==> config.mk <==
export PLATFORM = sky130hd
export DESIGN_NAME = alu_ctrl_seq
export DESIGN_NICKNAME = d
export VERILOG_FILES = /design/src/rtl/alu_ctrl_seq_pkg.sv /design/src/rtl/alu_ctrl_decode.sv /design/src/rtl/alu_ctrl_seq.sv
export SDC_FILE = /design/constraint.sdc
export NUM_CORES = 1
export LEC_CHECK = 0
export CAP_MARGIN = 30
export CORE_MARGIN = 3
export CORE_UTILIZATION = 39
export CTS_CLUSTER_SIZE = 30
export DETAILED_ROUTE_END_ITERATION = 16
export GPL_TIMING_DRIVEN = 0
export PLACE_DENSITY = 0.71
export SLEW_MARGIN = 20
export SYNTH_ARGS = -nofsm -noshare
export SYNTH_HDL_FRONTEND = slang
export SYNTH_SLANG_ARGS = --single-unit
==> constraint.sdc <==
create_clock -name clk_i -period 1.48 [get_ports clk_i]
set_clock_uncertainty 0.1 [all_clocks]
set_input_delay 0.37 -clock clk_i [delete_from_list [all_inputs] [get_ports clk_i]]
set_output_delay 0.37 -clock clk_i [all_outputs]
set_load 0.05 [all_outputs]
==> src/rtl/alu_ctrl_seq_pkg.sv <==
// Shared encodings for the ID/EX ALU controller: ALUOp values, R-type funct codes,
// ALU control codes and the sequencer state type.
package alu_ctrl_seq_pkg;

  localparam logic [2:0] ALU_OP_BEQ  = 3'b001;
  localparam logic [2:0] ALU_OP_R    = 3'b010;
  localparam logic [2:0] ALU_OP_ADDI = 3'b100;
  localparam logic [2:0] ALU_OP_SLTI = 3'b101;
  localparam logic [2:0] ALU_OP_ORI  = 3'b110;

  localparam logic [5:0] ALU_FUNCT_SLL  = 6'h00;
  localparam logic [5:0] ALU_FUNCT_SRL  = 6'h02;
  localparam logic [5:0] ALU_FUNCT_MULT = 6'h18;
  localparam logic [5:0] ALU_FUNCT_ADD  = 6'h20;
  localparam logic [5:0] ALU_FUNCT_SUB  = 6'h22;
  localparam logic [5:0] ALU_FUNCT_AND  = 6'h24;
  localparam logic [5:0] ALU_FUNCT_OR   = 6'h25;
  localparam logic [5:0] ALU_FUNCT_SLT  = 6'h2A;

  localparam logic [3:0] AND_CTRL  = 4'b0000;
  localparam logic [3:0] OR_CTRL   = 4'b0001;
  localparam logic [3:0] ADD_CTRL  = 4'b0010;
  localparam logic [3:0] SUB_CTRL  = 4'b0110;
  localparam logic [3:0] SLT_CTRL  = 4'b0111;
  localparam logic [3:0] SLL_CTRL  = 4'b1000;
  localparam logic [3:0] SRL_CTRL  = 4'b1001;
  localparam logic [3:0] MULT_CTRL = 4'b1010;

  typedef enum logic {
    S_IDLE  = 1'b0,
    S_MULTI = 1'b1
  } state_e;

endpackage

==> src/rtl/alu_ctrl_decode.sv <==
// Combinational ALUOp/funct decode. Undecodable ops fall back to ADD and raise illegal_o,
// so every input pattern has a defined result.
module alu_ctrl_decode #(
  parameter int FUNCT_W = 6,
  parameter int ALUOP_W = 3,
  parameter int CTRL_W  = 4
) (
  input  logic [FUNCT_W-1:0] funct_i,
  input  logic [ALUOP_W-1:0] alu_op_i,
  output logic [CTRL_W-1:0]  ctrl_o,
  output logic               shamt_sel_o,
  output logic               is_multi_o,
  output logic               illegal_o
);
  import alu_ctrl_seq_pkg::*;

  always_comb begin
    ctrl_o      = CTRL_W'(ADD_CTRL);
    shamt_sel_o = 1'b0;
    is_multi_o  = 1'b0;
    illegal_o   = 1'b0;
    case (alu_op_i)
      ALUOP_W'(ALU_OP_R): begin
        case (funct_i)
          FUNCT_W'(ALU_FUNCT_ADD): ctrl_o = CTRL_W'(ADD_CTRL);
          FUNCT_W'(ALU_FUNCT_SUB): ctrl_o = CTRL_W'(SUB_CTRL);
          FUNCT_W'(ALU_FUNCT_AND): ctrl_o = CTRL_W'(AND_CTRL);
          FUNCT_W'(ALU_FUNCT_OR):  ctrl_o = CTRL_W'(OR_CTRL);
          FUNCT_W'(ALU_FUNCT_SLT): ctrl_o = CTRL_W'(SLT_CTRL);
          FUNCT_W'(ALU_FUNCT_SLL): begin
            ctrl_o      = CTRL_W'(SLL_CTRL);
            shamt_sel_o = 1'b1;
          end
          FUNCT_W'(ALU_FUNCT_SRL): begin
            ctrl_o      = CTRL_W'(SRL_CTRL);
            shamt_sel_o = 1'b1;
          end
          FUNCT_W'(ALU_FUNCT_MULT): begin
            ctrl_o     = CTRL_W'(MULT_CTRL);
            is_multi_o = 1'b1;
          end
          default: illegal_o = 1'b1;
        endcase
      end
      ALUOP_W'(ALU_OP_ADDI): ctrl_o = CTRL_W'(ADD_CTRL);
      ALUOP_W'(ALU_OP_SLTI): ctrl_o = CTRL_W'(SLT_CTRL);
      ALUOP_W'(ALU_OP_BEQ):  ctrl_o = CTRL_W'(SUB_CTRL);
      ALUOP_W'(ALU_OP_ORI):  ctrl_o = CTRL_W'(OR_CTRL);
      default:               illegal_o = 1'b1;
    endcase
  end

endmodule

==> src/rtl/alu_ctrl_seq.sv <==
// Registered ALU controller at the ID/EX boundary: one-cycle decode, multi-cycle MULT
// sequencing with upstream stall, flush and hold handshakes.
//
//   state   | meaning
//   S_IDLE  | accepting ops; single-cycle ops complete on the next edge
//   S_MULTI | MULT in progress; cnt_q counts down to completion, inputs ignored
module alu_ctrl_seq #(
  parameter int FUNCT_W    = 6,
  parameter int ALUOP_W    = 3,
  parameter int CTRL_W     = 4,
  parameter int MUL_CYCLES = 4
) (
  input  logic               clk_i,
  input  logic               rst_i,
  input  logic               valid_i,
  input  logic [FUNCT_W-1:0] funct_i,
  input  logic [ALUOP_W-1:0] ALUOp_i,
  input  logic               hold_i,
  input  logic               flush_i,
  output logic [CTRL_W-1:0]  ALUCtrl_o,
  output logic               shamt_sel_o,
  output logic               valid_o,
  output logic               illegal_o,
  output logic               stall_o
);
  import alu_ctrl_seq_pkg::*;

  localparam int CNT_W = (MUL_CYCLES > 2) ? $clog2(MUL_CYCLES) : 1;
  localparam logic [CNT_W-1:0] CNT_INIT = CNT_W'(MUL_CYCLES - 2);

  if (MUL_CYCLES < 2 || MUL_CYCLES > 255) begin : g_bad_mul_cycles
    $error("alu_ctrl_seq: MUL_CYCLES must be in 2..255");
  end

  logic [CTRL_W-1:0] dec_ctrl;
  logic              dec_shamt;
  logic              dec_multi;
  logic              dec_illegal;

  alu_ctrl_decode #(
    .FUNCT_W (FUNCT_W),
    .ALUOP_W (ALUOP_W),
    .CTRL_W  (CTRL_W)
  ) u_decode (
    .funct_i     (funct_i),
    .alu_op_i    (ALUOp_i),
    .ctrl_o      (dec_ctrl),
    .shamt_sel_o (dec_shamt),
    .is_multi_o  (dec_multi),
    .illegal_o   (dec_illegal)
  );

  state_e            state_q, state_d;
  logic [CNT_W-1:0]  cnt_q, cnt_d;
  logic [CTRL_W-1:0] ctrl_q, ctrl_d;
  logic              shamt_q, shamt_d;
  logic              valid_q, valid_d;
  logic              illegal_q, illegal_d;

  always_ff @(posedge clk_i) begin
    if (rst_i) begin
      state_q   <= S_IDLE;
      cnt_q     <= '0;
      ctrl_q    <= '0;
      shamt_q   <= 1'b0;
      valid_q   <= 1'b0;
      illegal_q <= 1'b0;
    end else begin
      state_q   <= state_d;
      cnt_q     <= cnt_d;
      ctrl_q    <= ctrl_d;
      shamt_q   <= shamt_d;
      valid_q   <= valid_d;
      illegal_q <= illegal_d;
    end
  end

  // Defaults are the held values, which is exactly what hold_i needs.
  always_comb begin
    state_d   = state_q;
    cnt_d     = cnt_q;
    ctrl_d    = ctrl_q;
    shamt_d   = shamt_q;
    valid_d   = valid_q;
    illegal_d = illegal_q;
    if (flush_i) begin
      state_d   = S_IDLE;
      cnt_d     = '0;
      valid_d   = 1'b0;
      illegal_d = 1'b0;
    end else if (!hold_i) begin
      valid_d   = 1'b0;
      illegal_d = 1'b0;
      case (state_q)
        S_IDLE: begin
          if (valid_i) begin
            ctrl_d  = dec_ctrl;
            shamt_d = dec_shamt;
            if (dec_multi) begin
              state_d = S_MULTI;
              cnt_d   = CNT_INIT;
            end else begin
              valid_d   = 1'b1;
              illegal_d = dec_illegal;
            end
          end
        end
        S_MULTI: begin
          if (cnt_q != '0) begin
            cnt_d = cnt_q - CNT_W'(1);
          end else begin
            valid_d = 1'b1;
            state_d = S_IDLE;
          end
        end
        default: state_d = S_IDLE;
      endcase
    end
  end

  assign stall_o     = (state_q == S_MULTI) | hold_i;
  assign ALUCtrl_o   = ctrl_q;
  assign shamt_sel_o = shamt_q;
  assign valid_o     = valid_q;
  assign illegal_o   = illegal_q;

  // A wrapped counter would show up as a value above the load value.
  a_cnt_no_underflow: assert property (@(posedge clk_i) disable iff (rst_i) cnt_q <= CNT_INIT);

endmodule

==> summary.md <==
| Metric | Value |
|---|---|
| Required time at the worst-slack endpoint | `1.01 ns` |
| Final-layout fill cell count | `152` |
| Diode insertion count for antenna repair | `0` |
| Class of the tightest hold or removal check | `input port to flip-flop` |
| Unique cell type count in the Yosys netlist | `32` |
| Slowest stage cell, crit path | `dfxtp_4` |
| Pwr/cell area | `713 nW/um^2` |
| Crit path setup slack, layout | `0.00138 ns` |
| Final-report setup violation count | `0` |
| Syn_nets | `91` |
| Period minus WS final | `1.48 ns` |
| Number of rows in the core area | `14` |
| Run status | `complete, no violations` |
| Leading register cell type out of synthesis | `dfxtp_1` |
| Gr usage total | `15.1%` |
| Avg WL per Cell | `12.5 um` |
| Worst rel slew slack | `81.6%` |
| Root Buffer | `clkbuf_4` |
| Count of hold buffers inserted by post-cts repair | `0` |
| Maximum clock insertion buffer count | `2` |
| Count of nets after finishing | `120` |
| Leakage power | `0.396 nW` |
| Pin count of the biggest net entering global routing | `9` |
| Clock slew at reported path FFs | `0.07 ns` |
| Clk sinks | `10` |
| Post-synthesis instance total | `76` |
| Slowest Stage Delay on Critical Path | `0.36 ns` |
| Antenna violations before repair | `0` |
| Post-route DRC | `0` |
| Top delay family on crit path | `flip-flops` |
| Ys Warns | `0` |
| Total gr overflow | `0` |
| Count of TritonRoute iterations in the first routing pass | `4` |
| Setup repair after global routing missed its margin | `yes` |
| Area growth from synthesis to layout | `50.3%` |
| Number of global-route vias before repair | `593` |
| Netlist area before placement | `644 um^2` |
| Insertion delay of the later-clocked pin in the worst-skew pair | `0.27 ns` |
| Share of layout cells above drive strength 1 | `33.7%` |
| DRT antenna net count | `0` |
| Slew of the pin with the lowest slew margin | `0.276 ns` |
| Final-report max-slew violation count | `0` |
| Count of buffer and inverter cells on the critical path | `1` |
| Initial cell density of the core | `42.3%` |
| CTS tree | `built` |
| Critical path class | `flip-flop to primary output` |
| Power, Total | `0.000691 W` |
| Area of the core region | `1520 um^2` |
| Maximum fanout along the worst path | `4` |
| Quantity of I/O buffers inserted on ports | `20` |
| IO Pins | `22` |
| Number of CTS-inserted buffers | `3` |
| Hold violation count in the final report | `0` |
| Vias after detailed routing | `677` |
| Gp weighted congestion | `0.772` |
| H-tree depth | `1` |
| Kind of start point of the critical path | `flip-flop` |
| Average cell area after synthesis | `8.48 um^2` |
| Starting DRC count in detailed routing | `6` |
| Nature of the critical path endpoint | `primary output` |
| Post-route fraction of the period consumed by the critical path | `99.9%` |
| Post-synth EDFFs | `0` |
| Vertical die dimension | `46.6 um` |
| Chain of cells forming the critical path | `or2_4, buf_8` |
| Routed WL | `1500 um` |
| Upper clock frequency limit | `676 MHz` |
| Number of vias per cell | `5.64` |
| Horiz. Die Dim | `46.6 um` |
| Hpwl dp | `1090 um` |
| IR drop worst, VDD | `0.382 mV` |
| Signal arrival time at the worst endpoint | `1.01 ns` |
| Yosys reg bits | `10` |
| Worst setup slack after placement | `-0.495 ns` |
| Sequential area share after synthesis | `31.1%` |
| Wire length of the first global-routing pass | `2330 um` |
| Die outline area | `2180 um^2` |
| Share of flip-flops with an asynchronous set or reset after synthesis | `0%` |
| Max cap viols | `0` |
-- cell families after synthesis --
| kind of cell | Yosys count | synth area share (%) |
|---|---|---|
| compound gates | 18 | 20.2 |
| simple gates | 39 | 38.1 |
| fa+ha+maj | 1 | 1.94 |
| buf+inv | 6 | 5.82 |
| xor+xnor | 1 | 1.36 |
| flops | 10 | 31.1 |
| mux | 1 | 1.55 |
-- flip-flops by register name, summed over array words and instances, names as in the netlist --
name,cells
ALUCtrl_o,4
cnt_q,2
illegal_o,1
shamt_sel_o,1
state_q,1
valid_o,1
-- area by class of cell --
cell class | instances | area (um^2) | share of cell area (%)
inverters | 4 | 15.0 | 1.55
repair buffers | 24 | 210 | 21.7
clock buffers | 4 | 36.3 | 3.75
plain buffers | 2 | 22.5 | 2.33
flip-flops and latches | 10 | 205 | 21.2
multi-input cells | 60 | 459 | 47.4
well taps | 16 | 20.0 | 2.07
-- power by group --
| group | internal, W | total [W] | switching [W] |
|---|---|---|---|
| registers | 0.000274 | 0.000278 | 0.00000358 |
| clock network | 0.000150 | 0.000253 | 0.000103 |
| logic | 0.0000682 | 0.000160 | 0.0000917 |
-- layout by cell type (no fill, tap or decap), types with 3 or more instances in the layout --
cell           n
dlygate4sd2_1  9
buf_6          3
dfxtp_1        8
a311oi_1       3
a21oi_1        6
inv_1          4
nand2_1        3
clkbuf_4       3
buf_2          5
nor2_1         8
nand3_1        3
nor3_1         4
-- through the flow --
step | TNS, ns | cells | cell area (um^2) | util [%] | hold slack [ns]
floorplan | 0 | 76 | 644 | - | 0.342
global placement | -5.13 | 112 | 865 | 56.7 | 0.360
detailed placement | -5.18 | 112 | 865 | 56.7 | 0.362
CTS | -0.0512 | 118 | 946 | 62.1 | 0.250
global route | -0.0756 | 120 | 968 | 63.5 | 0.261
finish | 0 | 120 | 968 | 63.5 | 0.254
-- final timing paths --
| check | from | endpoint | slack [ns] | cells past startpoint |
|---|---|---|---|---|
| setup / recovery | state_q | stall_o | 0.001 | 2 |
| hold reg to reg | cnt_q[0] | cnt_q[0] | 0.36 | 1 |
| hold / removal | hold_i | valid_o | 0.25 | 2 |
| setup reg to reg | state_q | ALUCtrl_o[0] | 0.06 | 6 |
-- synth_stat cells, types with 3 or more instances --
cell type / number / area share [%]
inv_1: 4 / 2.3
nand3_1: 3 / 2.3
a21oi_1: 6 / 4.7
dfxtp_1: 10 / 31
a311oi_1: 3 / 4.1
nor2_1: 9 / 5.2
nor3_1: 5 / 3.9
nand2_1: 3 / 1.7
nor3b_1: 3 / 3.5
-- routing by layer --
metal  wire (um)  GRT usage [%]
met3          85           5.08
met5           0              0
met4          25           8.29
met1         659           16.8
met2         730           25.0
-- timing repair --
item | in CTS | in global routing
buffers inserted | 1 | 2
setup endpoints to repair | 18 | 9
pin swaps | 3 | 6
hold endpoints to repair | 0 | 0
resized for setup | 47 | 20
cloned | 1 | 0
No activity file was read; power rests on OpenSTA's default activity.
